## src/rtl/ifetch_stage.sv

```systemverilog
// Purpose: instruction fetch stage feeding decode. Issues sequential word fetches, pairs in-order responses with their PCs, and buffers them.
// Latency: a response arriving in cycle N is presented to decode in cycle N+1 when the buffer is empty and decode is not stalled.
// Backpressure: decode_stall holds the outputs; requests stop once in-flight plus buffered entries reach FIFO_DEPTH. Optional macro IFETCH_PERF_COUNTERS_EN adds perf counters.
module ifetch_stage #(
    parameter logic [31:0] RESET_PC   = 32'h0000_0000,
    parameter int          FIFO_DEPTH = 2
) (
    input  logic        clk,
    input  logic        rst,
    output logic        imem_req_v,
    output logic [31:0] imem_req_addr,
    input  logic        imem_req_ready,
    input  logic        imem_resp_v,
    input  logic [31:0] imem_resp_data,
    input  logic        decode_stall,
    input  logic        redirect_v,
    input  logic [31:0] redirect_pc,
    output logic [31:0] ifetch_decode_pc,
    output logic [31:0] ifetch_decode_instruction,
    output logic        ifetch_decode_v
`ifdef IFETCH_PERF_COUNTERS_EN
    ,
    output logic [31:0] perf_fetched,
    output logic [31:0] perf_dropped,
    output logic [31:0] perf_stall
`endif
);

    localparam int          AW  = $clog2(FIFO_DEPTH);
    localparam int          CW  = AW + 1;
    localparam logic [31:0] NOP = 32'h0000_0013;

    typedef enum logic {e_fetch, e_flush} state_t;

    state_t         r_state;
    logic [31:0]    r_fetch_pc;
    logic [31:0]    r_resp_pc;
    logic [CW-1:0]  r_outstanding;
    logic [CW-1:0]  r_drop_cnt;

    logic [31:0]    r_fifo_pc  [FIFO_DEPTH];
    logic [31:0]    r_fifo_ins [FIFO_DEPTH];
    logic [AW-1:0]  r_wr_ptr;
    logic [AW-1:0]  r_rd_ptr;
    logic [CW-1:0]  r_count;

    logic [31:0]    r_out_pc;
    logic [31:0]    r_out_ins;
    logic           r_out_v;

    logic [CW:0]    w_inflight;
    logic           w_req_v;
    logic           w_req_hs;
    logic           w_resp_take;
    logic           w_pop;
    logic           w_bypass;
    logic           w_push;
    logic [CW-1:0]  w_drop_next;
    logic [31:0]    w_redirect_pc;

    // In-flight plus buffered entries bound the request stream so a push always finds space
    assign w_inflight    = {1'b0, r_outstanding} + {1'b0, r_count};
    assign w_req_v       = !rst && (r_state == e_fetch) && !redirect_v &&
                           (w_inflight < (CW+1)'(FIFO_DEPTH));
    assign w_req_hs      = w_req_v && imem_req_ready;
    // Responses are only kept in e_fetch; anything arriving with a redirect is wrong-path
    assign w_resp_take   = imem_resp_v && (r_state == e_fetch) && !redirect_v;
    assign w_pop         = !redirect_v && !decode_stall && (r_count != '0);
    assign w_bypass      = !redirect_v && !decode_stall && (r_count == '0) && w_resp_take;
    assign w_push        = w_resp_take && !w_bypass;
    assign w_drop_next   = r_outstanding - CW'(imem_resp_v);
    assign w_redirect_pc = redirect_pc & ~32'h3;

    assign imem_req_v                = w_req_v;
    assign imem_req_addr             = r_fetch_pc;
    assign ifetch_decode_pc          = r_out_pc;
    assign ifetch_decode_instruction = r_out_ins;
    assign ifetch_decode_v           = r_out_v;

    // Fetch FSM: PC generation, outstanding tracking and wrong-path drop counting
    always_ff @(posedge clk) begin
        if (rst) begin
            r_state       <= e_fetch;
            r_fetch_pc    <= RESET_PC;
            r_resp_pc     <= RESET_PC;
            r_outstanding <= '0;
            r_drop_cnt    <= '0;
        end else if (redirect_v) begin
            r_fetch_pc    <= w_redirect_pc;
            r_resp_pc     <= w_redirect_pc;
            r_outstanding <= w_drop_next;
            r_drop_cnt    <= w_drop_next;
            r_state       <= (w_drop_next != '0) ? e_flush : e_fetch;
        end else begin
            r_outstanding <= r_outstanding + CW'(w_req_hs) - CW'(imem_resp_v);
            if (w_req_hs) begin
                r_fetch_pc <= r_fetch_pc + 32'd4;
            end
            if (w_resp_take) begin
                r_resp_pc <= r_resp_pc + 32'd4;
            end
            if ((r_state == e_flush) && imem_resp_v) begin
                r_drop_cnt <= r_drop_cnt - 1'b1;
                if (r_drop_cnt == CW'(1)) begin
                    r_state <= e_fetch;
                end
            end
        end
    end

    // FIFO pointers and occupancy; a redirect discards all buffered entries
    always_ff @(posedge clk) begin
        if (rst || redirect_v) begin
            r_wr_ptr <= '0;
            r_rd_ptr <= '0;
            r_count  <= '0;
        end else begin
            if (w_push) begin
                r_wr_ptr <= r_wr_ptr + 1'b1;
            end
            if (w_pop) begin
                r_rd_ptr <= r_rd_ptr + 1'b1;
            end
            r_count <= r_count + CW'(w_push) - CW'(w_pop);
        end
    end

    // FIFO storage needs no reset; occupancy alone decides validity
    always_ff @(posedge clk) begin
        if (w_push) begin
            r_fifo_pc[r_wr_ptr]  <= r_resp_pc;
            r_fifo_ins[r_wr_ptr] <= imem_resp_data;
        end
    end

    // Decode-facing register: redirect forces a bubble even under stall, else hold/pop/bypass/bubble
    always_ff @(posedge clk) begin
        if (rst || redirect_v) begin
            r_out_pc  <= '0;
            r_out_ins <= NOP;
            r_out_v   <= 1'b0;
        end else if (!decode_stall) begin
            if (r_count != '0) begin
                r_out_pc  <= r_fifo_pc[r_rd_ptr];
                r_out_ins <= r_fifo_ins[r_rd_ptr];
                r_out_v   <= 1'b1;
            end else if (w_bypass) begin
                r_out_pc  <= r_resp_pc;
                r_out_ins <= imem_resp_data;
                r_out_v   <= 1'b1;
            end else begin
                r_out_pc  <= '0;
                r_out_ins <= NOP;
                r_out_v   <= 1'b0;
            end
        end
    end

`ifdef IFETCH_PERF_COUNTERS_EN
    // Event counters: consumed instructions, discarded wrong-path work, stall cycles
    always_ff @(posedge clk) begin
        if (rst) begin
            perf_fetched <= '0;
            perf_dropped <= '0;
            perf_stall   <= '0;
        end else begin
            if (r_out_v && !decode_stall) begin
                perf_fetched <= perf_fetched + 32'd1;
            end
            if (redirect_v) begin
                perf_dropped <= perf_dropped + 32'(r_count) + 32'(imem_resp_v);
            end else if ((r_state == e_flush) && imem_resp_v) begin
                perf_dropped <= perf_dropped + 32'd1;
            end
            if (decode_stall) begin
                perf_stall <= perf_stall + 32'd1;
            end
        end
    end
`endif

endmodule

```

## config.mk

```make
export PLATFORM = sky130hd
export DESIGN_NAME = ifetch_stage
export DESIGN_NICKNAME = d
export VERILOG_FILES = /design/src/rtl/ifetch_stage.sv
export SDC_FILE = /design/constraint.sdc
export NUM_CORES = 1
export LEC_CHECK = 0
export CAP_MARGIN = 15
export CORE_MARGIN = 2
export CORE_UTILIZATION = 50
export CTS_BUF_LIST = sky130_fd_sc_hd__clkbuf_16
export CTS_CLUSTER_SIZE = 20
export DETAILED_ROUTE_END_ITERATION = 8
export PLACE_DENSITY = 0.75
export REMOVE_ABC_BUFFERS = 1
export SETUP_SLACK_MARGIN = 0.5
export SKIP_CTS_REPAIR_TIMING = 1
export SYNTH_ARGS = -nofsm -noshare
export SYNTH_HDL_FRONTEND = slang
export SYNTH_SLANG_ARGS = --single-unit
```

## constraint.sdc

```tcl
create_clock -name clk -period 5.02 [get_ports clk]
set_input_delay 0.753 -clock clk [delete_from_list [all_inputs] [get_ports clk]]
set_output_delay 0.753 -clock clk [all_outputs]
set_load 0.05 [all_outputs]
```

==> impl_metrics.tcl <==
set metrics [dict create \
    final_cell_mix "clkdlybuf4s50_1, dfxtp_1, edfxtp_1" \
    cp_slowest_cell "or2_2" \
    clock_latency_ps 530 \
    clkSlewWorstSetupHoldPaths_ps 60 \
    die_y_um 152 \
    slew_viol_final 0 \
    cts-root-buf "clkbuf_16" \
    grt_pass1_wl_um 41000 \
    start_util_pct 50.7 \
    period_share_pct 68.0 \
    synth_top_family_by_area "simple AND/OR/NAND/NOR gates" \
    ys_ff_latch 257 \
    cp_slowest_stage_delay_ps 570 \
    diodes 0 \
    min_period_ps 3410 \
    synth_compound_area_share_pct 11.0 \
    synth-adder-area-share_pct 1.09 \
    area_delta_synth_final_pct 24.1 \
    drive_above_1_share_pct 13.0 \
    drv_cap 0 \
    final_common_cell "clkdlybuf4s50_1" \
    dp_hpwl_um 16200 \
    io-pin-count 168 \
    multi_input_area_um2 4230 \
    cts_tree "done" \
    n_fill_cell 1718 \
    fmax_mhz 293 \
    rsz0062_at_grt "no" \
    required_ps 4270 \
    synth_sequential_area_ratio_pct 58.1 \
    reg2reg_setup_slack_ps 2090 \
    antenna_found_initial 0 \
    intPower_uw 3570 \
    die-area_um2 23200 \
    worst_clock_skew_ps 12.7 \
    finalSetupViolations 0 \
    hp-class "reg -> reg" \
    synth_flop_cell "dfxtp_1" \
    wl_per_cell_um 18.3 \
    synth_top_area_share_pct 33.9 \
    synthCells 944 \
    die_x_um 152 \
    vias 7924 \
    synth_cell_type_count 57 \
    dr.pass1.iters 4 \
    seq_power_share_pct 49.3 \
    drc 0 \
    leakagePower_uw 0.00467 \
    outcome "completed" \
    track_usage_pct 21.4 \
    synth_mux_area_share_pct 6.58 \
    grt_pass1_vias 7795 \
    fin_ws_ps 1610 \
    drt.antenna.violating_nets 0 \
    grt_overflow 0 \
    tns_ps 0 \
    synthTopCellsByArea "edfxtp_1, dfxtp_1, mux2_2" \
    cts.sinks 257 \
    tightest_slew_ps 958 \
    grt_max_degree 69 \
    crit_arrival_ps 2660 \
    routed_wl_um 25300 \
    yosys.area_share.xor_xnor_pct 4.70 \
    via_per_inst 5.73 \
    seq_area_um2 6390 \
    path_max_fanout 43 \
    p_clk_share_pct 39.6 \
    synth-simple-area-share_pct 14.8 \
    swShare_pct 25.1 \
    p_per_area_nw_per_um2 350 \
    htree_levels 1 \
    yosysTopAreaCell "edfxtp_1" \
    syn_area_um2 11000 \
    ys.warnings.count 0 \
    place_ws_ps 1530 \
    cp_num_buf_inv 3 \
    cts_buffer_depth 3 \
    power.total_uw 4770 \
    end_kind "output pin" \
    final_hold_viol_count 0 \
    synth_edf_count 124 \
    cp-start-kind "input port" \
    crit_type "in -> out" \
    timing.slew.headroom_pct 35.5 \
    core_um2 21700 \
    peakVddDrop_v 0.000172 \
    rows 54 \
    drt_iter0_markers 510 \
    crit_chain "clkdlybuf4s50_1 -> buf_4 -> or2_2 -> nor4_1 -> buf_12" \
    synthArstFlopShare_pct 0 \
    nets 1161 \
    p_switching_uw 1200 \
    combinationalPowerShare_pct 11.1 \
    cpLargestDelayFamily "simple AND/OR/NAND/NOR gates" \
    gp_congestion 0.836 \
    avgSynthCellArea_um2 11.6 \
    cts_made_buffers 27 \
    portBuffers 161 \
]
## sequential cells by signal (all words and copies together), names as in the netlist, 2 cells and up, named ones only
name	flops
r_count	2
r_resp_pc	30
imem_req_addr	30
ifetch_decode_instruction	32
r_fifo_pc	60
r_drop_cnt	2
ifetch_decode_pc	30
r_outstanding	2
r_fifo_ins	64
## worst paths after layout
check                                             startpoint                            to  cells past startpoint
worst max-delay path                                     rst                    imem_req_v                      5
worst max register to register                    r_count[0]              r_outstanding[1]                     12
worst min-delay path            ifetch_decode_instruction[4]  ifetch_decode_instruction[4]                      2
worst min register to register  ifetch_decode_instruction[4]  ifetch_decode_instruction[4]                      2
## layout make-up
type	instances	area share, %
Sequential cell	257	46.8
Timing Repair Buffer	176	12.7
Multi-Input combinational cell	592	31.0
Tap cell	280	2.57
Clock inverter	23	1.27
Clock buffer	27	4.95
Inverter	28	0.770
## worst reg2reg max path: stages (launching register included)
cell and delay, ps:
dfxtp_1 330, and2_1 170, fa_1 490, or4b_4 640
nor2_8 130, inv_2 70, ha_1 270, inv_1 40
ha_1 180, xnor2_1 110, o21ai_0 180, xnor2_1 140
nor2_1 50
## metal layers
| metal | track usage [%] | up-vias | share of wire, % |
|---|---|---|---|
| met1 | 28.9 | 3862 | 45 |
| met3 | 3.38 | 40 | 5.4 |
| met5 | 0 | - | 0 |
| li1 | - | 3788 | - |
| met2 | 36.0 | 234 | 47 |
| met4 | 5.96 | 0 | 2.0 |
## metrics by stage
stage	cell area (µm²)	hold WS (ps)	instances	utilization, %
3_3_place_gp	12800	473	1331	59.0
6_report	13600	497	1383	62.9
3_5_place_dp	12800	479	1332	59.0
2_1_floorplan	10700	467	877	-
5_1_grt	13600	528	1383	62.9
4_1_cts	13600	500	1382	62.9
## kinds of logic (layout without fill, tap and decap cells)
kind of cell / count (synthesis) / after routing
DFF: 257 / 257
other: 1 / 4
buffers and inverters: 98 / 254
and+or+nand+nor: 292 / 292
xor gates and xnor gates: 59 / 59
muxes: 64 / 64
adders and majority gates: 9 / 9
AOI/OAI and AO/OA: 164 / 164
## power groups by stage
stage / sequential, µW / combinational (µW) / clock [µW]
after floorplan: 2490 / 198 / 0
final: 2350 / 530 / 1890
after global placement: 2390 / 524 / 0
after CTS: 2350 / 533 / 1940
after global routing: 2360 / 570 / 2010
after detailed placement: 2400 / 529 / 0
## synth_stat cells (all sizes together) (23+ instances only)
master	n
a21boi	33
a21oi	36
a221oi	59
clkbuf	59
dfxtp	133
edfxtp	124
inv	28
mux2	63
nand2	36
nand3	23
nand4	24
nor2	26
nor2b	60
nor3	73
xnor2	28
xor2	31
Power figures use the tool's default switching activity.
